`config.mk`:
```
export PLATFORM = sky130hd
export DESIGN_NAME = trigger_rs_monitor
export DESIGN_NICKNAME = d
export VERILOG_FILES = /design/src/rtl/trigger_pkg.sv /design/src/rtl/sat_counter.sv /design/src/rtl/trigger_rs_monitor.sv
export SDC_FILE = /design/constraint.sdc
export NUM_CORES = 1
export LEC_CHECK = 0
export ABC_AREA = 1
export BUFFER_PORTS_ARGS = -buffer_cell sky130_fd_sc_hd__buf_4
export CORE_AREA = 2 2 63 65
export DETAILED_ROUTE_END_ITERATION = 6
export DIE_AREA = 0 0 65 67
export GPL_TIMING_DRIVEN = 0
export PLACE_DENSITY = 0.62
export REMOVE_ABC_BUFFERS = 1
export SLEW_MARGIN = 10
export SYNTH_ARGS = -nofsm -noshare
export SYNTH_HDL_FRONTEND = slang
export SYNTH_HIERARCHICAL = 1
export SYNTH_SLANG_ARGS = --single-unit
```
`constraint.sdc`:
```
create_clock -name clk -period 1.4 [get_ports clk]
set_input_delay 0.28 -clock clk [delete_from_list [all_inputs] [get_ports clk]]
set_output_delay 0.28 -clock clk [all_outputs]
set_load 0.1 [all_outputs]
```
`src/rtl/trigger_pkg.sv`:
```
// Shared types and constants for the RS trigger monitor.
// Latency: n/a (declarations only).
// Backpressure: n/a (no handshakes).
package trigger_pkg;

    // SYNC: model state unknown, wait for a clean set/reset. TRACK: model valid, compare q.
    typedef enum logic {
        SYNC  = 1'b0,
        TRACK = 1'b1
    } state_t;

    localparam int CNT_W_DEFAULT = 8;

endpackage

```
`src/rtl/sat_counter.sv`:
```
// Saturating event counter with synchronous clear; clear wins over increment.
// Latency: count reflects inc/clr one cycle after the sampling edge.
// Backpressure: none; an increment at the ceiling is dropped, never wraps.
module sat_counter #(
    parameter int CNT_W = 8
) (
    input  logic             clk,
    input  logic             rst,
    input  logic             inc,
    input  logic             clr,
    output logic [CNT_W-1:0] count
);

    localparam logic [CNT_W-1:0] CNT_MAX = {CNT_W{1'b1}};

    // Clear first, then increment unless already at the ceiling.
    always_ff @(posedge clk or posedge rst) begin
        if (rst) begin
            count <= '0;
        end else if (clr) begin
            count <= '0;
        end else if (inc && (count != CNT_MAX)) begin
            count <= count + 1'b1;
        end
    end

endmodule

```
`src/rtl/trigger_rs_monitor.sv`:
```
// Golden-model monitor for an RS trigger: tracks expected q, flags mismatches and r=s=1 samples.
// Latency: all outputs registered, one cycle after r/s/q are sampled.
// Backpressure: none; observes every cycle, counters saturate instead of wrapping.
module trigger_rs_monitor
    import trigger_pkg::*;
#(
    parameter int CNT_W = CNT_W_DEFAULT
) (
    input  logic             clk,
    input  logic             rst,
    input  logic             r,
    input  logic             s,
    input  logic             q,
    input  logic             clr,
    output logic             model_q,
    output logic             model_valid,
    output logic             err,
    output logic             forb,
    output logic [CNT_W-1:0] err_cnt,
    output logic [CNT_W-1:0] forb_cnt,
    output logic             sticky_err
);

    state_t state;
    logic   mismatch;
    logic   forb_ev;

    // Compare only once the model is defined; r=s=1 is forbidden in either state.
    assign mismatch    = (state == TRACK) && (q != model_q);
    assign forb_ev     = r & s;
    assign model_valid = (state == TRACK);

    // Model FSM: evolves from its own state only, never adopts the observed q.
    always_ff @(posedge clk or posedge rst) begin
        if (rst) begin
            state   <= SYNC;
            model_q <= 1'b0;
            err     <= 1'b0;
            forb    <= 1'b0;
        end else begin
            err  <= mismatch;
            forb <= forb_ev;
            case (state)
                SYNC: begin
                    if (r && !s) begin
                        model_q <= 1'b0;
                        state   <= TRACK;
                    end else if (!r && s) begin
                        model_q <= 1'b1;
                        state   <= TRACK;
                    end
                end
                TRACK: begin
                    if (r && s) begin
                        // Forbidden input: model_q keeps its last value, resync required.
                        state <= SYNC;
                    end else if (s) begin
                        model_q <= 1'b1;
                    end else if (r) begin
                        model_q <= 1'b0;
                    end
                end
                default: state <= SYNC;
            endcase
        end
    end

    // Sticky mismatch flag; clear beats a coincident mismatch.
    always_ff @(posedge clk or posedge rst) begin
        if (rst) begin
            sticky_err <= 1'b0;
        end else if (clr) begin
            sticky_err <= 1'b0;
        end else if (mismatch) begin
            sticky_err <= 1'b1;
        end
    end

    sat_counter #(.CNT_W(CNT_W)) u_err_cnt (
        .clk   (clk),
        .rst   (rst),
        .inc   (mismatch),
        .clr   (clr),
        .count (err_cnt)
    );

    sat_counter #(.CNT_W(CNT_W)) u_forb_cnt (
        .clk   (clk),
        .rst   (rst),
        .inc   (forb_ev),
        .clr   (clr),
        .count (forb_cnt)
    );

endmodule

```
* Word-level counts from Yosys, hierarchy flattened
Cells that the tools add are included.
** Operators by class
- Bitwise logic cells :: 2
- Reductions and logical operators :: 12
- Add/subtract/negate cells :: 2
- Eq/ne operators :: 6
- Muxes and demuxes :: 16
** Operators with widths (number)
- 8-bit two-way mux :: 4
- 8-bit by 1-bit adder with 8-bit output, second input constant :: 2
- 8-bit != test, second input constant :: 2
- 1-bit two-way mux :: 10
- 1-bit logical AND :: 6
- 3-bit != test, second input constant :: 2
- 2-bit nonzero test :: 3
- 1-bit one-hot mux with 2 select lines :: 2
- 3-bit AND reduction :: 1
- 1-bit zero test :: 2
- 2-bit != test, second input constant :: 1
- 1-bit bitwise AND :: 1
- 1-bit != test :: 1
- 1-bit inverter :: 1
** Word-level totals
- Register bits after elaboration :: 21
- Logic and storage cells :: 45
- Input port bits :: 6

* Logic depth before layout (Yosys ltp)
Gate-level depths: netlist of run 1.
- Word-level depth :: 5
- Mapped depth :: 9
- Gate-level depth less buffers :: 9

* Modules after synthesis
The synthesis of run 1 kept the hierarchy.
** Modules (own cells, without submodules)
- sat_counter :: cells each 69, area an instance 506.7 um2, instances 2
- trigger_rs_monitor :: cells each 24, area an instance 220.2 um2, instances 1

* Worst setup path after synthesis of run 1
OpenSTA, ideal clock, no wires.
- Kind :: reg2reg
- Start point :: register u_forb_cnt.count[1]
- End point :: register u_forb_cnt.count[5]
- Data arrival time :: 1.886 ns
- Buffers on the path :: 0
- Cell stages (with the launch flop) :: 10
- Setup time :: 0.068 ns
- Data required time :: 1.332 ns
- Slack :: -0.554 ns
- Path through :: dfrtp_1 -> ha_1 -> nand2_2 -> nor2_4 -> nand2_2 -> nand2_4 -> nand2_4 -> clkinv_4 -> nand2_1 -> nand2_1
** Between the ends
- Longest elaborated chain between the ends :: 3
- Elaborated cells between the ends (all ways) :: 6
** RTL lines
- start, declared :: RTL line sat_counter.sv:11 : output logic [CNT_W-1:0] count
- start signal, assigned :: RTL line sat_counter.sv:23 : count <= count + 1'b1;
- 8-bit by 1-bit adder with 8-bit output or 8-bit != test (tied branches) :: RTL line sat_counter.sv:23, sat_counter.sv:22
- 8-bit two-way mux or 1-bit logical AND (tied branches) :: RTL line sat_counter.sv:22 : end else if (inc && (count != CNT_MAX)) begin
- 8-bit two-way mux or 2-bit nonzero test (tied branches)
Parallel ways exist; a longest one is shown, timed or not. The select of a mux whose other input is x is not followed.
A chain may end at the register's enable or synchronous reset.

* Worst setup path in the final report of run 1
- Start point :: register u_err_cnt.count[5]
- End point :: output port err_cnt[5]
** RTL lines
- start, declared :: RTL line sat_counter.sv:11
- start signal, assigned :: RTL line sat_counter.sv:23
- end, declared :: RTL line trigger_rs_monitor.sv:19 : output logic [CNT_W-1:0] err_cnt,
No word-level cell between the ends.

==> results of run 1 <==
==> area by class of cell <==
class	instances	area, um2
sequential	21	526
fill	378	2020
timing repair buffer	28	213
multi-input combinational	112	619
clock buffer	4	45.0
tap	48	60.1
inverter	29	119
==> synthesized netlist by cell type, types with 4 or more instances <==
master	number	area, um2
nand3_1	11	55.1
nand2_1	54	203
nand2_2	4	25.0
nor2_1	11	41.3
xor2_1	6	52.6
inv_1	27	101
nand2_4	4	45.0
a21oi_1	6	30.0
dfrtp_1	21	526
ha_1	4	50.1
==> per-stage QoR <==
stage	utilization	total power [mW]	hold WS [ns]
floorplan	-	1.18	0.0585
global placement	0.413	1.31	0.219
detailed placement	0.413	1.32	0.229
CTS	0.430	1.74	0.247
global route	0.439	1.82	0.272
finish	0.439	1.73	0.265
==> worst max path at each step <==
stage                              startpoint                   to  slack [ns]  cells past startpoint
after global placement    u_forb_cnt/count[0]  u_forb_cnt/count[1]       -0.06                      8
after CTS                 u_forb_cnt/count[0]  u_forb_cnt/count[1]        0.02                      8
final                      u_err_cnt/count[5]           err_cnt[5]        0.06                      1
after detailed placement  u_forb_cnt/count[0]  u_forb_cnt/count[4]       -0.07                      8
after global routing      u_forb_cnt/count[0]  u_forb_cnt/count[5]      0.0006                      9
after floorplan           u_forb_cnt/count[1]  u_forb_cnt/count[5]       -0.55                      9
==> where the power goes <==
part | internal [mW] | switching, mW | total (mW)
Clock | 0.203 | 0.204 | 0.407
Sequential | 0.651 | 0.0478 | 0.699
Combinational | 0.134 | 0.489 | 0.623
==> timing repair <==
item,CTS,global route
hold buffers,1,0
endpoints found under the hold margin,21,0
resized for setup,2,6
setup buffers,0,1
pin swaps,0,0
setup endpoints to repair,10,14
==> per-layer routing <==
layer,track usage,up-vias,wire (um)
met1,0.187,440,1240
met5,0,-,0
li1,-,550,-
met2,0.166,23,1000
met4,0.0718,0,56
met3,0.0220,5,105
==> sequential cells by signal, summed over array words and instances, names as in the netlist <==
register,count
err,1
forb,1
model_q,1
model_valid,1
sticky_err,1
u_err_cnt/count,8
u_forb_cnt/count,8
==> cells by family (layout without fill, tap and decap cells) <==
family          count (synthesis)  in the layout  synth area share
fa+ha+maj                       4              4            0.0406
buf+inv                        29             61            0.0964
xor+xnor                        8              8            0.0568
compound gates                 10             10            0.0406
flops                          21             21             0.426
simple gates                   90             90             0.340
==> flow_summary.yaml, run 1 <==
floorplan:
  start_util: 0.342
  die_area_um2: 4360
  chipWidth_um: 65
  rows: 22
  ios: 27
  dieHeight_um: 67
  core-area_um2: 3610
drt:
  wl_per_cell_um: 9.91
  totalWireLength_mm: 2.40
  first_pass_iters: 4
  drt-initial-drc-count: 33
  ant_nets: 0
  vias: 1018
  drc: 0
  via_per_inst: 4.21
clock_tree:
  worstSkewPairLatency_ns: 0.26
  root_buffer: "clkbuf_8"
  clock_sinks: 21
  h-tree-depth: 1
  cts_tree: "yes"
  clk_pin_slew_ns: 0.08
  cts_max_path_buffers: 2
  cts_buffers: 3
final_layout:
  layout_common_cells: "nand2_1, buf_4, inv_1"
  area_delta_synth_final_pct: 28.2
  final_cells: 242
  final_common_cell: "nand2_1"
  insertedDiodeCount: 0
  layout.nets: 205
  finalInstanceArea_um2: 1580
  drive_gt1_frac: 0.253
place:
  placed_area_um2: 1490
  place_ws_ns: -0.0675
  place_hpwl_mm: 1.83
  placedCellCount: 236
  gp_congestion: 0.758
  port_buffers: 26
worst_hold_path:
  hold_path.startpoint: "clr"
  worstHoldPathCells: 2
  min_to: "sticky_err"
  hp-class: "in2reg"
setup_path:
  critPathArrivalTime_ns: 1.06
  crit_type: "reg2out"
  required_ns: 1.12
  path_buf_inv: 1
  crit_slowest_cell: "dfrtp_1"
  ff2ff_path_depth: 9
  ff2ff_setup_slack_ns: 0.11
  worstReg2RegStart: "u_forb_cnt/count[0]"
  crit_path_cell_trace: "buf_4"
  slowest_delay_ns: 0.46
  reg2reg_to: "u_forb_cnt/count[5]"
  crit_fanout: 6
  critPathLaunchType: "flop"
  path_delay_family: "flip-flops"
  endpoint_kind: "output pin"
timing:
  fin_crit_ns: 1.34
  fmax_mhz: 749
  clock_skew_ns: 0.00255
  setup_tns_ns: 0
  fin_crit_sh: 0.954
  hold_viol: 0
  fin_ws_ns: 0.0645
  rsz0062_at_grt: "true"
  worst_pin_slew_ns: 0.311
  maxSlewHeadroom: 0.792
  drv_slew: 0
  setup_viol: 0
pwr:
  powerDensity_nw_per_um2: 1090
  p_leak_nw: 0.862
  ir_drop_uv: 691
yosys:
  yosysWarnings: 6
  async_flop_share: 1.00
  synth.avg_cell_area_um2: 7.62
  synth.distinct_cells: 17
  synth_edf_count: 0
  synth_ff_type: "dfrtp_1"
  ys_ff_latch: 21
  ys_seq_area_frac: 0.426
  synth_area_um2: 1230
  postSynthCellCount: 162
outcome:
  outcome: "finished, final reports clean"
grt:
  first_global_vias: 858
  antenna_found_initial: 0
  grt_pass1_wl_mm: 4.06
  track_usage: 0.126
  grt_max_degree: 12
  grt_overflow_total: 0
run:
  drv_cap: 0
(Power assumes the default switching activity.)
==> inputs of run 2 (changes only) <==
--- a/config.mk
+++ b/config.mk
@@ -7,11 +7,13 @@
 export LEC_CHECK = 0
 export ABC_AREA = 1
 export BUFFER_PORTS_ARGS = -buffer_cell sky130_fd_sc_hd__buf_4
-export CORE_AREA = 2 2 63 65
+export CELL_PAD_IN_SITES_DETAIL_PLACEMENT = 1
+export CELL_PAD_IN_SITES_GLOBAL_PLACEMENT = 1
+export CORE_AREA = 2 2 64 66
 export DETAILED_ROUTE_END_ITERATION = 6
-export DIE_AREA = 0 0 65 67
+export DIE_AREA = 0 0 66 68
 export GPL_TIMING_DRIVEN = 0
-export PLACE_DENSITY = 0.62
+export PLACE_DENSITY = 0.79
 export REMOVE_ABC_BUFFERS = 1
 export SLEW_MARGIN = 10
 export SYNTH_ARGS = -nofsm -noshare
==> constraint.sdc (replaced) <==
create_clock -name clk -period 1.15 [get_ports clk]
set_input_delay 0.23 -clock clk [delete_from_list [all_inputs] [get_ports clk]]
set_output_delay 0.23 -clock clk [all_outputs]
set_load 0.1 [all_outputs]
==> run 2 against run 1 <==
  * The run now ends with setup timing left
  * Critical path type is now reg2reg
  * Sequential share of layout area is 7.3 points lower
  * Combinational power up 69%
  * Cell area is 32% higher
  * Sequential power is 23% higher
  * Setup slack got worse by 0.25 ns
  * Clock skew about the same
  * Register-to-register slack got worse by 0.29 ns
  * Highest routed layer unchanged
  * Global-route usage rose by 3.9 points
  * Sequential cell count stayed put
==> flow_summary.yaml, run 2 (same netlist as run 1, synthesis figures left out) <==
outcome:
  outcome: "finished with violations"
  violations: "setup timing"
pwr:
  pwr-share-clk: 0.217
  intPower_mw: 1.41
  combPwrFrac: 0.430
  netSwitchingFraction: 0.422
  pwr-share-seq: 0.353
  p_leak_nw: 1.06
  power_mw: 2.44
  powerDensity_nw_per_um2: 1160
  p_sw_mw: 1.03
  ir_drop_uv: 975
clock_tree:
  cts_tree: "yes"
  worstSkewPairLatency_ns: 0.27
  clk_pin_slew_ns: 0.09
  root_buffer: "clkbuf_8"
  cts_buffers: 3
  cts_max_path_buffers: 2
  clock_sinks: 21
  h-tree-depth: 1
timing:
  maxSlewHeadroom: 0.747
  setup_viol: 25
  hold_viol: 0
  rsz0062_at_grt: "true"
  clock_skew_ns: 0.00302
  worst_pin_slew_ns: 0.380
  fin_ws_ns: -0.183
  fmax_mhz: 750
  drv_slew: 0
  fin_crit_sh: 1.16
  fin_crit_ns: 1.33
setup_path:
  cpMostUsedCell: "nand2_4"
  worstReg2RegStart: "u_forb_cnt/count[0]"
  critPathArrivalTime_ns: 1.50
  slowest_delay_ns: 0.45
  required_ns: 1.32
  crit_fanout: 6
  critPathLaunchType: "flop"
  crit_path_cell_trace: "ha_4 > nand2_4 > nor2_4 > nand2_2 > nand2_4 > nand2_4 > clkinv_4 > nand2_1 > nand2_1"
  crit_type: "reg2reg"
  endpoint_kind: "flop"
  crit_slowest_cell: "dfrtp_2"
  startpoint: "u_forb_cnt/count[0]"
final_layout:
  biggestRegsByFlops: "u_err_cnt/count (8), u_forb_cnt/count (8)"
  insertedDiodeCount: 0
  layout.nets: 230
  area_delta_synth_final_pct: 69.7
  layout_common_cells: "nand2_1, buf_4, inv_1"
  final_common_cell: "nand2_1"
  drive_gt1_frac: 0.461
  final_cells: 269
place:
  placedCellCount: 238
  port_buffers: 26
  place_hpwl_mm: 2.20
  gp_congestion: 0.749
grt:
  track_usage: 0.164
  first_global_vias: 1142
  grt_pass1_wl_mm: 5.46
  antenna_found_initial: 0
  grt_overflow_total: 0
  grt_max_degree: 12
worst_hold_path:
  hp-class: "in2reg"
  hold_path.startpoint: "clr"
drt:
  wl_per_cell_um: 14.9
  drc: 0
  ant_nets: 0
  dr.max_layer_used: "met4"
  totalWireLength_mm: 4.02
  via_per_inst: 4.51
  wl_met3_um: 101
  vias: 1212
  drt-initial-drc-count: 35
  first_pass_iters: 4
  wl_met2_mm: 2.03
  m1WireLength_mm: 1.80
floorplan:
  rows: 23
  die_area_um2: 4490
  dieHeight_um: 68
  core-area_um2: 3860
  ios: 27
  start_util: 0.320
  chipWidth_um: 66
run:
  drv_cap: 0
## run 2: final timing paths
| check | endpoint | slack, ns | cells after the start |
|---|---|---|---|
| min in group asynchronous | forb | 0.44 | 3 |
| setup / recovery | u_forb_cnt/count[4] | -0.18 | 9 |
| hold / removal | sticky_err | 0.24 | 2 |
| max in group asynchronous | u_forb_cnt/count[4] | 0.34 | 3 |
| hold reg to reg | u_err_cnt/count[6] | 0.57 | 2 |
| setup reg to reg | u_forb_cnt/count[4] | -0.18 | 9 |
## run 2: worst max-delay path, delay by kind of cell (launching register included)
family        cells  cell delay (ns)
fa+ha+maj         1             0.19
simple gates      7             0.50
buf+inv           1             0.09
flops             1             0.45
## run 2: layout make-up
cell class                 count  area (um2)
clock buffer                   4        45.0
fill                         454        1760
inverter                      29         119
multi-input combinational    112         666
sequential                    21         542
tap                           50        62.6
timing repair buffer          53         659
## run 2: per-layer routing
metal / vias to the layer above / global-route usage
li1: 605 / -
met1: 582 / 0.211
met2: 18 / 0.282
met3: 7 / 0.0148
met4: 0 / 0.0765
met5: - / 0
## run 2: power groups by stage
| stage | logic (mW) | clock network (mW) | registers, mW |
|---|---|---|---|
| final | 1.05 | 0.528 | 0.861 |
| after global routing | 1.10 | 0.557 | 0.866 |
| after CTS | 0.928 | 0.537 | 0.858 |
| after detailed placement | 0.752 | 0 | 0.861 |
| after global placement | 0.742 | 0 | 0.863 |
| after floorplan | 0.180 | 0 | 1.26 |
## run 2: repair_timing
action | 4_1_cts | 5_1_grt
pin swaps | 5 | 7
hold buffers | 1 | 0
setup buffers | 11 | 15
resized for setup | 71 | 25
endpoints found under the setup margin | 36 | 32
endpoints found under the hold margin | 21 | 0
## run 2: stage by stage
| stage | util | setup slack (ns) | hold WS, ns | setup TNS, ns | instance area [um2] |
|---|---|---|---|---|---|
| 2_1_floorplan | - | -0.804 | 0.00852 | -13.79 | 1230 |
| 3_3_place_gp | 0.387 | -0.334 | 0.165 | -3.90 | 1490 |
| 3_5_place_dp | 0.387 | -0.349 | 0.183 | -4.10 | 1490 |
| 4_1_cts | 0.485 | -0.144 | 0.211 | -2.16 | 1870 |
| 5_1_grt | 0.543 | -0.257 | 0.244 | -4.41 | 2090 |
| 6_report | 0.543 | -0.183 | 0.238 | -2.99 | 2090 |
==> inputs of run 3 (changes only) <==
--- a/config.mk
+++ b/config.mk
@@ -5,15 +5,14 @@
 export SDC_FILE = /design/constraint.sdc
 export NUM_CORES = 1
 export LEC_CHECK = 0
-export ABC_AREA = 1
 export BUFFER_PORTS_ARGS = -buffer_cell sky130_fd_sc_hd__buf_4
 export CELL_PAD_IN_SITES_DETAIL_PLACEMENT = 1
 export CELL_PAD_IN_SITES_GLOBAL_PLACEMENT = 1
-export CORE_AREA = 2 2 64 66
+export CORE_AREA = 2 2 63 65
 export DETAILED_ROUTE_END_ITERATION = 6
-export DIE_AREA = 0 0 66 68
+export DIE_AREA = 0 0 65 67
 export GPL_TIMING_DRIVEN = 0
-export PLACE_DENSITY = 0.79
+export PLACE_DENSITY = 0.77
 export REMOVE_ABC_BUFFERS = 1
 export SLEW_MARGIN = 10
 export SYNTH_ARGS = -nofsm -noshare
==> run 3 against run 2 <==
  * The run still ends with setup timing left
  * Synthesized area grew 1.0%
  * Via count is 10% lower
  * Clock skew increased by 0.00071 ns
  * Critical path type unchanged
  * Critical endpoint is now u_err_cnt/count[5]
  * Highest routed layer unchanged
==> flow_summary.yaml, run 3 <==
grt:
  grt_overflow_total: 0
  antenna_found_initial: 0
  first_global_vias: 1159
  grt_pass1_wl_mm: 5.65
  track_usage: 0.171
  grt_max_degree: 23
drt:
  vias: 1086
  drt-initial-drc-count: 50
  first_pass_iters: 4
  ant_nets: 0
  via_per_inst: 5.07
  drc: 0
  wl_per_cell_um: 17.9
  totalWireLength_mm: 3.83
setup_path:
  crit_fanout: 5
  ff2ff_path_depth: 4
  worstReg2RegStart: "u_err_cnt/count[0]"
  critPathLaunchType: "flop"
  required_ns: 1.30
  crit_type: "reg2reg"
  critPathArrivalTime_ns: 1.81
  reg2reg_to: "u_err_cnt/count[5]"
  ff2ff_setup_slack_ns: -0.50
  endpoint_kind: "flop"
  startpoint: "u_err_cnt/count[0]"
place:
  placed_area_um2: 1470
  place_hpwl_mm: 2.08
  gp_congestion: 0.840
  port_buffers: 26
  place_ws_ns: -0.709
timing:
  drv_slew: 0
  maxSlewHeadroom: 0.712
  fin_ws_ns: -0.505
  fin_crit_ns: 1.65
  clock_skew_ns: 0.00373
  fmax_mhz: 604
  setup_viol: 31
  hold_ws_ns: 0.298
  rsz0062_at_grt: "true"
  worst_pin_slew_ns: 0.431
  fin_crit_sh: 1.44
  hold_viol: 0
final_layout:
  biggestRegsByFlops: "u_err_cnt/count (8), u_forb_cnt/count (8)"
  utilization: 0.571
  area_delta_synth_final_pct: 65.4
  finalInstanceArea_um2: 2060
  fill_cells: 381
  insertedDiodeCount: 0
  drive_gt1_frac: 0.542
  final_common_cell: "buf_4"
  layout_common_cells: "buf_4, buf_12, buf_6"
  layout.nets: 177
yosys:
  postSynthCellCount: 117
  yosysWarnings: 6
  synth.most_common_cell: "dfrtp_1"
  synth_commonest_cells: "dfrtp_1, nor2b_1, nand2_1"
  netlist.area_leader.share: 0.422
  synth_ff_type: "dfrtp_1"
  synth.distinct_cells: 30
  async_flop_share: 1.00
  synth_edf_count: 0
  synth.avg_cell_area_um2: 10.7
  synth_area_um2: 1250
  yosys-top-cells-area: "dfrtp_1, mux2_4, nor2b_1, ha_1, a21oi_2"
  ys_ff_latch: 21
  ys_seq_area_frac: 0.422
  yosys.area.top_type: "dfrtp_1"
clock_tree:
  clk_pin_slew_ns: 0.08
  root_buffer: "clkbuf_8"
  cts_buffers: 3
  cts_max_path_buffers: 2
  clock_sinks: 21
  h-tree-depth: 1
  worstSkewPairLatency_ns: 0.26
  cts_tree: "yes"
worst_hold_path:
  min_to: "model_q"
  hp-class: "in2reg"
  worstHoldPathCells: 3
  hold_path.startpoint: "s"
outcome:
  outcome: "finished with violations"
  violations: "setup timing"
floorplan:
  die_area_um2: 4360
  chipWidth_um: 65
  start_util: 0.346
  ios: 27
  dieHeight_um: 67
  rows: 22
  core-area_um2: 3610
pwr:
  power_mw: 2.30
  p_leak_nw: 0.921
  powerDensity_nw_per_um2: 1120
  ir_drop_uv: 728
run:
  drv_cap: 0
-- run 3: layout make-up --
cell class              instances  area [um2]  share of cell area
inverters                       7        26.3              0.0128
repair buffers                 49         628               0.305
multi-input cells              85         766               0.372
clock buffers                   4        45.0              0.0219
well taps                      48        60.1              0.0291
flip-flops and latches         21         536               0.260
-- run 3: power by group --
part	leakage (nW)	switching [mW]	internal (mW)	total, mW
combinational	0.628	0.575	0.400	0.975
clock	0.0228	0.251	0.247	0.498
sequential	0.270	0.0394	0.786	0.825
-- run 3: worst max-delay path by stage --
stage / end / slack [ns] / cells past startpoint
6_report: u_err_cnt/count[5] / -0.50 / 4
5_1_grt: u_err_cnt/count[5] / -0.57 / 5
4_1_cts: u_err_cnt/count[5] / -0.50 / 5
3_5_place_dp: u_err_cnt/count[5] / -0.71 / 5
3_3_place_gp: u_err_cnt/count[5] / -0.63 / 5
2_1_floorplan: u_err_cnt/count[5] / -1.13 / 5
-- run 3: critical path: stages (launching register included) --
cell and delay, ns:
dfrtp_1 0.41, ha_2 0.25, and3_2 0.28, a211oi_2 0.28, mux2_4 0.32
-- run 3: cells by family (layout without fill, tap and decap cells) --
family          Yosys count  count (layout)  share of synthesized area
fa+ha+maj                 4               4                     0.0402
flops                    21              21                      0.422
compound gates           20              20                      0.144
simple gates             49              49                      0.222
xor+xnor                  1               1                    0.00703
mux                      11              11                      0.120
buf+inv                  11              60                     0.0452
-- run 3: stage by stage --
stage	TNS, ns	cells
after floorplan	-15.06	113
after global placement	-5.23	187
after detailed placement	-5.88	187
after CTS	-4.93	204
after global routing	-7.31	214
final	-5.87	214
-- run 3: metal layers --
metal	track usage	up-vias	routed length (um)
li1	-	509	-
met1	0.180	551	1510
met2	0.336	22	2150
met3	0.0456	4	130
met4	0.0399	0	33
met5	0	-	0
-- run 3: timing repair --
item                                   in CTS  in global routing
hold buffers                                1                  0
resized for setup                          78                 19
setup buffers                              12                 13
setup endpoints to repair                  35                 34
endpoints found under the hold margin      21                  0
pin swaps                                  10                  9
